## config.mk

```make
export PLATFORM = sky130hd
export DESIGN_NAME = stopwatch_display_flat
export DESIGN_NICKNAME = d
export VERILOG_FILES = /design/src/rtl/stopwatch_display_if.sv /design/src/rtl/stopwatch_display.sv /design/src/flat_wrapper.sv
export SDC_FILE = /design/constraint.sdc
export NUM_CORES = 1
export LEC_CHECK = 0
export CAP_MARGIN = 40
export CORE_AREA = 2 2 93 113
export CTS_CLUSTER_DIAMETER = 40
export DETAILED_ROUTE_END_ITERATION = 6
export DIE_AREA = 0 0 95 115
export PLACE_DENSITY = 0.87
export SYNTH_ARGS = -nofsm -noshare
export SYNTH_HDL_FRONTEND = slang
export SYNTH_SLANG_ARGS = --single-unit
```

## constraint.sdc

```tcl
create_clock -name clk -period 1.9 [get_ports clk]
set_input_delay 0.285 -clock clk [delete_from_list [all_inputs] [get_ports clk]]
set_output_delay 0.285 -clock clk [all_outputs]
set_load 0.01 [all_outputs]
```

## src/rtl/stopwatch_display_if.sv

```systemverilog
`default_nettype none
// ============================================================================
// stopwatch_display_if : count input, BCD result and display lines
// Rev 1.0
// ============================================================================
interface stopwatch_display_if;
  logic [13:0] count;
  logic [15:0] bcd;
  logic        busy;
  logic        done;
  logic        err;
  logic [3:0]  an;
  logic [6:0]  seg;
  logic        dp;

  modport master (output count, input bcd, busy, done, err, an, seg, dp);
  modport slave  (input count, output bcd, busy, done, err, an, seg, dp);
endinterface
`default_nettype wire

```

## src/rtl/stopwatch_display.sv

```systemverilog
`default_nettype none
// ============================================================================
// stopwatch_display : double-dabble binary->BCD plus 4-digit 7-seg multiplexer
// Optional macro STOPWATCH_BLANK_EN blanks a leading zero in digit 3.
// Rev 1.0
// ============================================================================
module stopwatch_display #(
  parameter int REFRESH_DIV = 50000
) (
  input  logic               clk,
  input  logic               rst,
  stopwatch_display_if.slave bus
);

  localparam int          CW        = $clog2(REFRESH_DIV);
  localparam logic [CW-1:0] REF_MAX = CW'(REFRESH_DIV - 1);
  localparam logic [13:0] MAX_COUNT = 14'd9999;
  localparam logic [3:0]  LAST_ITER = 4'd13;

  localparam logic [1:0] S_IDLE  = 2'd0;
  localparam logic [1:0] S_SHIFT = 2'd1;
  localparam logic [1:0] S_DONE  = 2'd2;

  logic [1:0]    state;
  logic [1:0]    state_next;
  logic          busy;
  logic [13:0]   last;
  logic [29:0]   sh;
  logic [29:0]   adj;
  logic [3:0]    iter;
  logic [15:0]   bcd_q;
  logic          done_q;
  logic          err_q;
  logic [CW-1:0] ref_cnt;
  logic [1:0]    index;
  logic [3:0]    an_q;
  logic [6:0]    seg_q;
  logic [6:0]    seg_next;
  logic          dp_q;
  logic [3:0]    nibble;

  // ---------------- converter FSM ----------------
  always_ff @(posedge clk or negedge rst) begin
    if (!rst) state <= S_IDLE;
    else      state <= state_next;
  end

  always_comb begin
    state_next = state;
    case (state)
      S_IDLE:  if (bus.count != last && bus.count <= MAX_COUNT) state_next = S_SHIFT;
      S_SHIFT: if (iter == LAST_ITER) state_next = S_DONE;
      S_DONE:  state_next = S_IDLE;
      default: state_next = S_IDLE;
    endcase
  end

  always_comb begin
    busy = (state == S_SHIFT) || (state == S_DONE);
  end

  // Add-3 correction on each BCD nibble before the shift
  always_comb begin
    adj = sh;
    for (int k = 0; k < 4; k++) begin
      if (sh[14+4*k +: 4] >= 4'd5) adj[14+4*k +: 4] = sh[14+4*k +: 4] + 4'd3;
    end
  end

  always_ff @(posedge clk or negedge rst) begin
    if (!rst) begin
      last   <= 14'd0;
      sh     <= 30'd0;
      iter   <= 4'd0;
      bcd_q  <= 16'd0;
      done_q <= 1'b0;
      err_q  <= 1'b0;
    end else begin
      done_q <= 1'b0;
      case (state)
        S_IDLE: begin
          if (bus.count != last) begin
            last <= bus.count;
            sh   <= {16'd0, bus.count};
            iter <= 4'd0;
            if (bus.count > MAX_COUNT) err_q <= 1'b1;
          end
        end
        S_SHIFT: begin
          sh   <= {adj[28:0], 1'b0};
          iter <= iter + 4'd1;
        end
        S_DONE: begin
          bcd_q  <= sh[29:14];
          done_q <= 1'b1;
          err_q  <= 1'b0;
        end
        default: ;
      endcase
    end
  end

  // ---------------- display multiplexer ----------------
  function automatic logic [6:0] seg_decode(input logic [3:0] n);
    case (n)
      4'd0:    seg_decode = 7'h40;
      4'd1:    seg_decode = 7'h79;
      4'd2:    seg_decode = 7'h24;
      4'd3:    seg_decode = 7'h30;
      4'd4:    seg_decode = 7'h19;
      4'd5:    seg_decode = 7'h12;
      4'd6:    seg_decode = 7'h02;
      4'd7:    seg_decode = 7'h78;
      4'd8:    seg_decode = 7'h00;
      4'd9:    seg_decode = 7'h10;
      default: seg_decode = 7'h7F;
    endcase
  endfunction

  always_comb begin
    case (index)
      2'd0:    nibble = bcd_q[3:0];
      2'd1:    nibble = bcd_q[7:4];
      2'd2:    nibble = bcd_q[11:8];
      default: nibble = bcd_q[15:12];
    endcase
    if (err_q) begin
      seg_next = 7'h3F;
    end else begin
      seg_next = seg_decode(nibble);
`ifdef STOPWATCH_BLANK_EN
      if (index == 2'd3 && nibble == 4'd0) seg_next = 7'h7F;
`endif
    end
  end

  always_ff @(posedge clk or negedge rst) begin
    if (!rst) begin
      ref_cnt <= '0;
      index   <= 2'd0;
      an_q    <= 4'hF;
      seg_q   <= 7'h7F;
      dp_q    <= 1'b1;
    end else begin
      if (ref_cnt == REF_MAX) begin
        ref_cnt <= '0;
        index   <= index + 2'd1;
      end else begin
        ref_cnt <= ref_cnt + 1'b1;
      end
      an_q  <= ~(4'b0001 << index);
      seg_q <= seg_next;
      dp_q  <= (index != 2'd2);
    end
  end

  assign bus.bcd  = bcd_q;
  assign bus.busy = busy;
  assign bus.done = done_q;
  assign bus.err  = err_q;
  assign bus.an   = an_q;
  assign bus.seg  = seg_q;
  assign bus.dp   = dp_q;

endmodule
`default_nettype wire
```

## src/flat_wrapper.sv

```systemverilog
// flat-port wrapper written by rule: the top's interface ports become plain ports
module stopwatch_display_flat 
#(
  parameter int REFRESH_DIV = 50000
)
  (clk, rst, bus_count, bus_bcd, bus_busy, bus_done, bus_err, bus_an, bus_seg, bus_dp);
  stopwatch_display_if bus_i ();
  input  logic clk;
  input  logic rst;
  input wire logic [$bits(bus_i.count)-1:0] bus_count;
  output wire logic [$bits(bus_i.bcd)-1:0] bus_bcd;
  output wire logic [$bits(bus_i.busy)-1:0] bus_busy;
  output wire logic [$bits(bus_i.done)-1:0] bus_done;
  output wire logic [$bits(bus_i.err)-1:0] bus_err;
  output wire logic [$bits(bus_i.an)-1:0] bus_an;
  output wire logic [$bits(bus_i.seg)-1:0] bus_seg;
  output wire logic [$bits(bus_i.dp)-1:0] bus_dp;
  assign bus_i.count = bus_count;
  assign bus_bcd = bus_i.bcd;
  assign bus_busy = bus_i.busy;
  assign bus_done = bus_i.done;
  assign bus_err = bus_i.err;
  assign bus_an = bus_i.an;
  assign bus_seg = bus_i.seg;
  assign bus_dp = bus_i.dp;
  stopwatch_display #(.REFRESH_DIV(REFRESH_DIV)) u_core (.clk(clk), .rst(rst), .bus(bus_i));
endmodule
```

==> flow_summary.toml <==
[synth]
synth_edf_count = 0
ys_top_cells_by_area = "dfrtp_1 (43%), mux2_2 (7.7%), dfstp_2 (5.8%)"
synth_cells = 433
ys_top_cells_by_count = "dfrtp_1 (86), mux2_2 (34), inv_1 (33), o21ai_0 (26), nand3_1 (25)"
seq_area_frac_synth = 0.490
yosysMostFrequentCell = "dfrtp_1"
synthesis.nets = 468
synth_top_area_share = 0.432
yosysWarnings = 0
ys_types = 50
synthFlopType = "dfrtp_1"
syn_area_per_cell_um2 = 11.5
async_flop_share = 1.00
synth_area_mm2 = 0.00498
synth.largest_area_cell = "dfrtp_1"
ys_seq_elements = 97

[power]
p_leak_nw = 2.98
vdd_drop_max_mv = 0.627
p_seq_frac = 0.335
swShare = 0.343
power_frac_clock = 0.215
p_comb_frac = 0.451
powerDensity_mw_per_mm2 = 1360
switchingPower_w = 0.00311
p_int_w = 0.00596
p_total_w = 0.00907

[timing]
slew_viol_final = 0
setup_viol = 47
worstMarginPinSlew_ns = 0.535
min_period_ns = 2.01
tns_ns = -2.36
rsz0062_at_grt = "yes"
fmax_ghz = 0.498
fin_hold_ws_ns = 0.394
finClkSkew_ns = 0.00914
hold_violations = 0
slew_headroom = 0.639
worst_slack_ns = -0.108
finalCritPeriodShare = 1.06

[run_status]
status = "complete, but fails checks"
violations = "negative setup slack"

[cts]
clockRootBuffer = "clkbuf_16"
cts_sinks = 97
clkTransAtPathRegs_ns = 0.07
cts_buffers = 9
clock_path_buffers = 2
clock_latency_ns = 0.35
cts_tree = "done"
htreeDepth = 3

[place]
gp_congestion = 0.796
dp.final_hpwl_mm = 7.80
io_buffers = 46

[floorplanning]
start_util = 0.505
die_w_um = 95
ios = 47
die_area_mm2 = 0.0109
fp.coreArea_mm2 = 0.00986
row_count = 40
die_height_um = 115

[critical_path]
endpoint_kind = "register"
cp.required_ns = 2.15
slowest_delay_ns = 0.42
cp_data_arrival_time_ns = 2.25
crit_buf_inv = 2
critPathMaxFanout = 9
startpoint_type = "register"
crit_type = "reg -> reg"
crit_chain = "xor2_2, nor4_4, buf_4, nand4_4, o21a_4, buf_6, o21ai_0"
cp_top_family = "simple AND/OR/NAND/NOR gates"
slowest_stage = "dfrtp_1"

[finish]
syn2layout_area_growth_pct = 34.0
antenna-diode-count = 0
fin_nets = 572
drive_gt1_frac = 0.327
fin_util = 0.677

[global_routing]
gr-total-overflow = 0
grt_pass1_vias = 3888
antenna_found_initial = 0
grt_pass1_wl_mm = 18.4
grt_start_max_net_pins = 37
grt_usage = 0.217

[drt]
via_per_inst = 5.89
drtPass1Iterations = 6
vias = 3933
antenna_left = 0
routed_wl_mm = 13.2
drc = 0
drtIter0Drc = 261
avgRoutedWirePerCell_um = 19.7

[flow_run]
max_cap_violations = 0

[hold_path]
hold_path.class = "in -> reg"
[through the flow]
stage               std cells  setup slack (ns)  instance area, µm²
floorplan                 433            0.0291                4980
global placement          636            -0.363                5910
detailed placement        636            -0.424                5910
CTS                       657           -0.0547                6310
global route              668            -0.167                6670
finish                    668            -0.108                6670
[cell type report]
type | count | area [µm²]
multi-input combinational | 290 | 2610
fill | 646 | 3190
timing repair buffer | 106 | 1030
clock buffer | 10 | 229
sequential | 97 | 2440
clock inverter | 6 | 82.6
tap | 126 | 158
inverter | 33 | 124
[state kept, by name, indices dropped and copies added (netlist names)]
register	cells
u_core.sh	30
u_core.bus.bcd	16
u_core.ref_cnt	16
u_core.last	14
u_core.bus.seg	7
u_core.bus.an	4
u_core.iter	4
u_core.index	2
u_core.state	2
u_core.bus.done	1
u_core.bus.err	1
[power by group through the flow]
stage | combinational, W | clock [W] | sequential, W
2_1_floorplan | 0.00216 | 0 | 0.00296
3_3_place_gp | 0.00308 | 0 | 0.00296
3_5_place_dp | 0.00323 | 0 | 0.00298
4_1_cts | 0.00333 | 0.00193 | 0.00295
5_1_grt | 0.00430 | 0.00204 | 0.00308
6_report | 0.00409 | 0.00195 | 0.00304
[metal layers]
layer / track usage / up-vias / routed length [µm]
li1: - / 1729 / -
met1: 0.252 / 1978 / 5000
met2: 0.377 / 168 / 7030
met3: 0.0446 / 58 / 580
met4: 0.107 / 0 / 556
met5: 0 / - / 0
[final timing paths]
kind                                                       end  cells past startpoint  slack, ns                  startpoint
worst max-delay path                u_core.iter[0]$_DFFE_PN0P_                      7      -0.11  u_core.last[8]$_DFFE_PN0P_
worst min-delay path                u_core.last[2]$_DFFE_PN0P_                      3       0.39                bus_count[2]
worst max register to register      u_core.iter[0]$_DFFE_PN0P_                      7      -0.11  u_core.last[8]$_DFFE_PN0P_
worst min register to register  u_core.bus.bcd[13]$_DFFE_PN0P_                      2       0.48   u_core.sh[27]$_DFFE_PN0P_
max in group asynchronous           u_core.bus.an[3]$_DFF_PN1_                      3       0.86                         rst
min in group asynchronous           u_core.bus.err$_DFFE_PN0P_                      2       0.44                         rst
[cell families (layout without fill, tap and decap cells)]
group,count (synthesis),after routing,synth area share
adders and majority gates,19,19,0.0477
xor gates and xnor gates,34,34,0.0598
AOI/OAI and AO/OA,60,62,0.0779
and+or+nand+nor,108,108,0.126
muxes,67,67,0.157
DFF,97,97,0.490
buffers and inverters,48,155,0.0415
[repair_timing]
action | CTS | global route
resized for setup | 16 | 61
buffers inserted | 3 | 7
setup endpoints to repair | 23 | 55
pin swaps | 7 | 17
hold buffers | 1 | 0
cloned | 1 | 4
endpoints found under the hold margin | 27 | 0
[layout by cell type (no fill, tap or decap), drive strengths merged, types with 4 or more instances in the layout]
cell type      netlist  routed
dfrtp               86      86
dfstp               11      11
mux2i               12      12
and3                 4       4
mux2                55      55
nand3               25      25
nor2b                7       7
a222oi               4       4
nor4                 7       7
a21oi                9       9
nor2                19      19
nand2               20      20
xor2                17      17
nand4                8       8
inv                 33      33
ha                  19      19
buf                  6      58
o211ai               8       8
o21ai               26      26
clkdlybuf4s50        0      41
clkbuf               9      12
xnor2               17      17
[worst register-to-register path: stages (launching register included)]
cell and delay, ns:
dfrtp_1 0.42, xor2_2 0.18, nor4_4 0.35, buf_4 0.19, nand4_4 0.17, o21a_4 0.22
buf_6 0.15, o21ai_0 0.23
No activity file was read; power rests on OpenSTA's default activity.
